==> config.mk <==
export PLATFORM = sky130hd
export DESIGN_NAME = program_loader
export DESIGN_NICKNAME = d
export VERILOG_FILES = /design/src/rtl/program_loader.sv
export SDC_FILE = /design/constraint.sdc
export NUM_CORES = 1
export LEC_CHECK = 0
export BUFFER_PORTS_ARGS = -buffer_cell sky130_fd_sc_hd__buf_2
export CAP_MARGIN = 20
export CORE_MARGIN = 2
export CORE_UTILIZATION = 51
export DETAILED_ROUTE_END_ITERATION = 10
export PLACE_DENSITY = 0.86
export SYNTH_ARGS = -nofsm -noshare
export SYNTH_HDL_FRONTEND = slang
export SYNTH_SLANG_ARGS = --single-unit
==> constraint.sdc <==
create_clock -name clk -period 2 [get_ports clk]
set_clock_uncertainty 0.2 [all_clocks]
set_input_delay 0.1 -clock clk [delete_from_list [all_inputs] [get_ports clk]]
set_output_delay 0.1 -clock clk [all_outputs]
set_load 0.005 [all_outputs]
==> src/rtl/program_loader.sv <==
// Byte-stream boot loader: unpacks framed bytes into program-memory writes
// and holds the core off the text RAM while a frame is in flight.
module program_loader #(
    parameter int ADDR    = 8,
    parameter int CODE    = 4,
    parameter int TIMEOUT = 1000
) (
    input  logic                   clk,
    input  logic                   rst,
    input  logic                   in_valid,
    input  logic [7:0]             in_data,
    output logic                   in_ready,
    output logic                   program_write,
    output logic [ADDR+CODE-1:0]   program_cmd,
    output logic [ADDR-1:0]        prog_addr,
    output logic                   cpu_hold,
    output logic                   done,
    output logic                   error
);

    localparam int WORD = ADDR + CODE;
    localparam int HIW  = WORD - 8;
    localparam int RW   = ADDR + 1;
    localparam int TW   = $clog2(TIMEOUT + 1);
    localparam logic [15:0]   HI_MASK = 16'hFF << HIW;
    localparam logic [7:0]    HI_BAD  = HI_MASK[7:0];
    localparam logic [RW-1:0] NWORDS  = RW'(1) << ADDR;

    typedef enum logic [2:0] {
        S_IDLE, S_COUNT, S_HI, S_LO, S_WRITE, S_CHECK, S_DONE, S_ERROR
    } state_e;

    state_e          state_q, state_d;
    logic [ADDR-1:0] addr_q, addr_d;
    logic [RW-1:0]   rem_q, rem_d;
    logic [7:0]      chk_q, chk_d;
    logic [HIW-1:0]  hi_q, hi_d;
    logic [7:0]      lo_q, lo_d;
    logic [TW-1:0]   tmo_q, tmo_d;
    logic            xfer;
    logic            timed;

    always_ff @(posedge clk) begin
        if (rst) begin
            state_q <= S_IDLE;
            addr_q  <= '0;
            rem_q   <= '0;
            chk_q   <= '0;
            hi_q    <= '0;
            lo_q    <= '0;
            tmo_q   <= '0;
        end else begin
            state_q <= state_d;
            addr_q  <= addr_d;
            rem_q   <= rem_d;
            chk_q   <= chk_d;
            hi_q    <= hi_d;
            lo_q    <= lo_d;
            tmo_q   <= tmo_d;
        end
    end

    assign xfer  = in_valid && in_ready;
    assign timed = (state_q == S_COUNT) || (state_q == S_HI) ||
                   (state_q == S_LO) || (state_q == S_CHECK);

    always_comb begin
        state_d = state_q;
        addr_d  = addr_q;
        rem_d   = rem_q;
        chk_d   = chk_q;
        hi_d    = hi_q;
        lo_d    = lo_q;
        tmo_d   = '0;
        // Idle gap inside a frame; any accepted byte restarts the count
        if (timed && !xfer) begin
            tmo_d = tmo_q + 1'b1;
            if (tmo_q == TW'(TIMEOUT - 1)) state_d = S_ERROR;
        end
        case (state_q)
            S_IDLE, S_DONE, S_ERROR: begin
                if (xfer && in_data == 8'hA5) begin
                    state_d = S_COUNT;
                    addr_d  = '0;
                    chk_d   = '0;
                end
            end
            S_COUNT: begin
                if (xfer) begin
                    chk_d = chk_q ^ in_data;
                    if (32'(in_data) > 32'(NWORDS)) begin
                        state_d = S_ERROR;
                    end else begin
                        rem_d   = (in_data == 8'h00) ? NWORDS : RW'(in_data);
                        state_d = S_HI;
                    end
                end
            end
            S_HI: begin
                if (xfer) begin
                    if ((in_data & HI_BAD) != 8'h00) begin
                        state_d = S_ERROR;
                    end else begin
                        hi_d    = in_data[HIW-1:0];
                        chk_d   = chk_q ^ in_data;
                        state_d = S_LO;
                    end
                end
            end
            S_LO: begin
                if (xfer) begin
                    lo_d    = in_data;
                    chk_d   = chk_q ^ in_data;
                    state_d = S_WRITE;
                end
            end
            S_WRITE: begin
                addr_d  = addr_q + 1'b1;
                rem_d   = rem_q - 1'b1;
                state_d = (rem_q == RW'(1)) ? S_CHECK : S_HI;
            end
            S_CHECK: begin
                if (xfer) begin
                    state_d = (in_data == chk_q) ? S_DONE : S_ERROR;
                end
            end
            default: state_d = S_IDLE;
        endcase
    end

    always_comb begin
        in_ready      = (state_q != S_WRITE);
        program_write = (state_q == S_WRITE);
        cpu_hold      = timed || (state_q == S_WRITE);
        done          = (state_q == S_DONE);
        error         = (state_q == S_ERROR);
        program_cmd   = {hi_q, lo_q};
        prog_addr     = addr_q;
    end

endmodule

==> results.sh, run 1 <==
export IMPL_start_util_pct=53.3
export IMPL_endpoint_kind="flip-flop"
export IMPL_worstPathMaxFanout=8
export IMPL_detail_route_first_pass_iterations=5
export IMPL_gr_total_overflow=0
export IMPL_mostFrequentLayoutCell="dfxtp_1"
export IMPL_grt_pass1_vias=2240
export IMPL_dieArea_um2=5590
export IMPL_netlist_area_um2=2550
export IMPL_critPathLaunchType="flip-flop"
export IMPL_synth_seq_cells=50
export IMPL_worstSkewPairLatency_ns=0.30
export IMPL_max_vdd_ir_drop_uv=537
export IMPL_synth_ff_type="dfxtp_1"
export IMPL_async_flop_share_pct=0
export IMPL_fin_nets=375
export IMPL_cp_top_family="simple AND/OR/NAND/NOR gates"
export IMPL_routedWlPerCell_um=14.6
export IMPL_cts_path_max_buffers=2
export IMPL_via_count=2476
export IMPL_fin_util_pct=63.5
export IMPL_power_density_nw_per_um2=783
export IMPL_met3_usage_pct=4.69
export IMPL_status="completed"
export IMPL_path_clk_slew_ns=0.09
export IMPL_h_tree_depth=2
export IMPL_cts_setup_buffers=0
export IMPL_grt_use_met1_pct=30.8
export IMPL_fin_crit_sh_pct=96.9
export IMPL_coreArea_um2=4790
export IMPL_worst_r2r_path_depth=5
export IMPL_gp_congestion=0.890
export IMPL_place_area_um2=2910
export IMPL_worst_pin_slew_ns=0.601
export IMPL_slowest_delay_ns=0.40
export IMPL_hold_viol=0
export IMPL_routed_wl_mm=6.21
export IMPL_max_cap_violations=0
export IMPL_required_ns=1.99
export IMPL_comb_power_share_pct=29.3
export IMPL_dp_hpwl_mm=4.44
export IMPL_slowest_stage="or3_1"
export IMPL_cp_depth=5
export IMPL_fin_area_um2=3040
export IMPL_track_usage_pct=23.5
export IMPL_fin_cells=427
export IMPL_cts_tree="done"
export IMPL_rsz0062_at_grt="no"
export IMPL_holdWs_ns=0.0116
export IMPL_rows=25
export IMPL_antenna_found_initial=0
export IMPL_die_y_um=74.7
export IMPL_crit_chain="buf_4 -> or3_1 -> nand2b_1 -> and3_4 -> a221o_1"
export IMPL_crit_buf_inv=1
export IMPL_power_w=0.00238
export IMPL_hp_class="in2reg"
export IMPL_syn_nets=325
export IMPL_place_inst=418
export IMPL_cts_buffers=5
export IMPL_swShare_pct=32.7
export IMPL_grt_use_met2_pct=38.8
export IMPL_seqPwrFrac_pct=47.4
export IMPL_pin_count=36
export IMPL_grt_max_degree=34
export IMPL_drtIter0Drc=221
export IMPL_viasPerCell=5.80
export IMPL_min_path_cells=3
export IMPL_drc=0
export IMPL_clkSinkCount=50
export IMPL_layout_common_cells="dfxtp_1, nor2_1, buf_2, nand2_1, buf_4"
export IMPL_p_sw_w=0.000778
export IMPL_yosys_warnings=0
export IMPL_portBuffers=35
export IMPL_antenna_left=0
export IMPL_cts_root_buf="clkbuf_8"
export IMPL_grt_busiest_layer="met2"
export IMPL_postSynthAreaPerCell_um2=8.23
export IMPL_area_growth_pct=19.0
export IMPL_internal_power_w=0.00160
export IMPL_arrival_ns=1.93
export IMPL_synth_cells=310
export IMPL_setup_viol=0
export IMPL_grt_pass1_wl_mm=10.2
export IMPL_clockPowerShare_pct=23.3
export IMPL_layout_drive_gt1_share_pct=22.2
export IMPL_max_freq_mhz=516
export IMPL_diodes=0
export IMPL_drv_slew=0
export IMPL_relSlewSlack_pct=59.7
export IMPL_reg2reg_slack_ns=0.06
export IMPL_synth_seq_area_share_pct=39.2
export IMPL_die_x_um=74.7
export IMPL_critical_path_class="reg2reg"
export IMPL_power_leakage_nw=1.19
export IMPL_ys_types=50
export IMPL_period_needed_ns=1.94
export IMPL_synth_edf_count=0
## worst reg2reg max path, cell delays in order (launching register included)
cell,delay [ns]
dfxtp_1,0.32
buf_4,0.15
or3_1,0.40
nand2b_1,0.17
and3_4,0.22
a221o_1,0.36
## registers in the layout (all words and copies together) (netlist names)
name / cells
lo_q: 8
tmo_q: 10
state_q: 3
hi_q: 4
rem_q: 9
chk_q: 8
prog_addr: 8
## cell families after synthesis
family / after synthesis / share of synthesized area, %
xor gates and xnor gates: 15 / 5.15
muxes: 6 / 2.40
adders and majority gates: 4 / 1.96
buffers and inverters: 27 / 4.80
DFF: 50 / 39.2
and+or+nand+nor: 146 / 29.9
AOI/OAI and AO/OA: 62 / 16.6
## cell usage after synthesis, drive strengths merged, types with 2 or more instances
cell type	n	area share [%]
dfxtp	50	39
inv	6	0.88
a31oi	2	0.49
clkbuf	15	2.2
nor2b	11	2.7
nor2	35	5.1
and3	6	1.5
a311oi	3	1.0
nor3	7	1.4
nand3	19	3.7
nand3b	2	0.59
nand2	34	5.0
ha	4	2.0
a21oi	23	4.5
nor4	6	1.7
o21a	2	0.59
nand2b	4	0.98
nor4bb	2	0.78
or3b	2	0.69
mux2i	5	2.0
buf	5	1.6
xor2	6	2.1
xnor2	9	3.1
o21ai	7	1.4
a221o	8	3.1
o31ai	2	0.59
a221oi	2	0.69
and4b	2	0.78
nor3b	8	2.4
a22oi	4	1.2
a211oi	2	0.59
or3	3	0.74
## path summary, 6_finish.rpt
check             startpoint  endpoint
setup / recovery  state_q[1]  chk_q[0]
hold / removal    in_data[5]  rem_q[5]
setup reg to reg  state_q[1]  chk_q[0]
hold reg to reg      lo_q[4]   lo_q[4]
## power by group through the flow
stage                     Sequential [W]  Combinational (W)  Clock, W
after global routing             0.00114           0.000765  0.000613
final                            0.00113           0.000697  0.000554
after global placement           0.00114           0.000638         0
after detailed placement         0.00115           0.000659         0
after CTS                        0.00112           0.000675  0.000572
after floorplan                  0.00114           0.000465         0
## timing repair
action	in CTS	in global routing
endpoints found under the setup margin	8	17
hold buffers	2	0
endpoints found under the hold margin	2	0
resized for setup	2	7
## routing by layer
layer  up-vias  part of all wire, %
met5         -                    0
met2       101                   47
li1       1204                    -
met3        12                  7.0
met1      1159                   44
met4         0                  1.7
## per-stage QoR
stage               TNS (ns)  setup WS [ns]
finish                     0         0.0614
floorplan                  0         0.0163
detailed placement   -0.0809        -0.0196
global placement           0         0.0233
global route               0         0.0314
CTS                        0        0.00639
## final cells by class
| class | instances | area, µm² |
|---|---|---|
| fillers | 430 | 1750 |
| flip-flops and latches | 50 | 1000 |
| inverters | 7 | 26.3 |
| repair buffers | 63 | 390 |
| clock inverters | 2 | 10.0 |
| clock buffers | 5 | 68.8 |
| multi-input cells | 233 | 1460 |
| well taps | 67 | 83.8 |
(Power assumes the default switching activity.)
==> run 2, diff against run 1 <==
==> constraint.sdc (replaced) <==
create_clock -name clk -period 2 [get_ports clk]
set_clock_uncertainty 0.2 [all_clocks]
set_input_delay 0.2 -clock clk [delete_from_list [all_inputs] [get_ports clk]]
set_output_delay 0.2 -clock clk [all_outputs]
set_load 0.005 [all_outputs]
==> run 2 against run 1 <==
Net effect:
- die area unchanged
- count of clock-buffer cells in the layout grew 2
- register-to-register slack worse by 0.02 ns
- non-clock buffer count increased by 1
- final cell count increased by 0.47%
- combinational power rose by 1%
- sequential power about the same
- power grew 6.5%
- via count shrank 0.24%
- first-iteration DRC count rose by 5.0%
- global-route usage is 0.73 points higher
- largest power group unchanged
==> results.sh, run 2 (synthesized netlist as in run 1, its figures left out) <==
export IMPL_status="completed"
export IMPL_fin_crit_sh_pct=97.7
export IMPL_layout_common_cells="dfxtp_1, nor2_1, buf_2, nand2_1, buf_4"
export IMPL_period_needed_ns=1.95
export IMPL_viasPerCell=5.76
export IMPL_coreArea_um2=4790
export IMPL_dieArea_um2=5590
export IMPL_critPathLaunchType="flip-flop"
export IMPL_clkSinkCount=50
export IMPL_endpoint_kind="flip-flop"
export IMPL_routed_wl_mm=6.36
export IMPL_critical_path_class="reg2reg"
export IMPL_start_util_pct=53.3
export IMPL_via_count=2470
export IMPL_slowest_stage="or3_1"
export IMPL_cts_root_buf="clkbuf_8"
export IMPL_max_cap_violations=0
export IMPL_cts_path_max_buffers=2
export IMPL_hold_viol=0
export IMPL_drtIter0Drc=232
export IMPL_h_tree_depth=2
export IMPL_max_freq_mhz=512
export IMPL_power_density_nw_per_um2=815
export IMPL_required_ns=1.99
export IMPL_track_usage_pct=24.2
export IMPL_worstPathMaxFanout=8
export IMPL_hp_class="in2reg"
export IMPL_rows=25
export IMPL_relSlewSlack_pct=62.8
export IMPL_area_growth_pct=21.8
export IMPL_path_clk_slew_ns=0.09
export IMPL_arrival_ns=1.95
export IMPL_seq_area_um2=1000
export IMPL_gp_congestion=0.855
export IMPL_multi_input_area_um2=1490
export IMPL_grt_pass1_vias=2271
export IMPL_fin_nets=376
export IMPL_setup_viol=0
export IMPL_layout_drive_gt1_share_pct=24.0
export IMPL_pin_count=36
export IMPL_grt_pass1_wl_mm=10.5
export IMPL_rsz0062_at_grt="yes"
export IMPL_antenna_left=0
export IMPL_reg2reg_slack_ns=0.05
export IMPL_reg_largest_list="tmo_q (10), rem_q (9)"
export IMPL_fillCellCount=438
export IMPL_slowest_delay_ns=0.40
export IMPL_antenna_found_initial=0
export IMPL_drv_slew=0
export IMPL_diodes=0
export IMPL_crit_chain="buf_4 -> or3_1 -> nand2b_1 -> and3_4 -> a221o_1"
export IMPL_grt_max_degree=20
export IMPL_cts_buffers=5
export IMPL_worstSkewPairLatency_ns=0.30
export IMPL_cp_top_family="simple AND/OR/NAND/NOR gates"
export IMPL_die_y_um=74.7
export IMPL_place_area_um2=2920
export IMPL_cts_tree="done"
export IMPL_routedWlPerCell_um=14.8
export IMPL_dp_hpwl_mm=4.51
export IMPL_detail_route_first_pass_iterations=4
export IMPL_die_x_um=74.7
export IMPL_gr_total_overflow=0
export IMPL_power_leakage_nw=1.23
export IMPL_fin_cells=429
export IMPL_place_inst=419
export IMPL_fin_area_um2=3110
export IMPL_crit_buf_inv=1
export IMPL_largest_reg_flops=10
export IMPL_worst_pin_slew_ns=0.556
export IMPL_regMostFlops="tmo_q"
export IMPL_max_vdd_ir_drop_uv=432
export IMPL_mostFrequentLayoutCell="dfxtp_1"
export IMPL_drc=0
export IMPL_portBuffers=35
run 2: power by group:
part | switching [W] | internal, W | leakage, nW
Clock | 0.000316 | 0.000374 | 0.0524
Combinational | 0.000395 | 0.000311 | 0.769
Sequential | 0.0000702 | 0.00107 | 0.404
Total | 0.000782 | 0.00175 | 1.23
run 2: routing by layer:
metal  wire length, µm  up-vias  track usage, %
met3               335       16            4.15
li1                  -     1205               -
met2              3000       86            41.0
met1              2910     1163            31.6
met5                 0        -               0
met4               116        0            7.74
run 2: cell type report:
class	instances	area share (%)
clock buffers	7	2.46
flip-flops and latches	50	32.3
well taps	67	2.70
clock inverters	1	0.966
repair buffers	64	12.8
multi-input cells	233	47.9
inverters	7	0.845
run 2: tightest hold or removal path: cells and delay by family:
kind	cells	cell delay, ns
AO/OA/AOI/OAI	1	0.06
buffers and inverters	1	0.16
AND/OR/NAND/NOR	1	0.07
run 2: what timing repair did:
| item | in CTS | in global routing |
|---|---|---|
| gates cloned | 0 | 0 |
| setup buffers | 0 | 1 |
| endpoints found under the hold margin | 1 | 0 |
| pin swaps | 0 | 2 |
| hold buffers | 1 | 0 |
| resized for setup | 3 | 15 |
| endpoints found under the setup margin | 12 | 15 |
run 2: stage by stage:
| stage | hold slack (ns) | setup WS [ns] | util, % | power [W] | TNS (ns) |
|---|---|---|---|---|---|
| 2_1_floorplan | 0.136 | 0.0163 | - | 0.00160 | 0 |
| 4_1_cts | 0.0184 | 0.00464 | 63.6 | 0.00251 | 0 |
| 6_report | 0.0257 | 0.0450 | 64.9 | 0.00253 | 0 |
| 3_3_place_gp | 0.239 | 0.0228 | 61.0 | 0.00178 | 0 |
| 3_5_place_dp | 0.249 | -0.0415 | 61.0 | 0.00181 | -0.158 |
| 5_1_grt | 0.0287 | -0.0127 | 64.9 | 0.00266 | -0.0218 |
run 2: path summary, 6_finish.rpt:
path,startpoint,end,cells past startpoint
max reg2reg,state_q[1],chk_q[6],5
min,in_data[7],lo_q[7],3
min reg2reg,lo_q[5],lo_q[5],2
max,state_q[1],chk_q[6],5
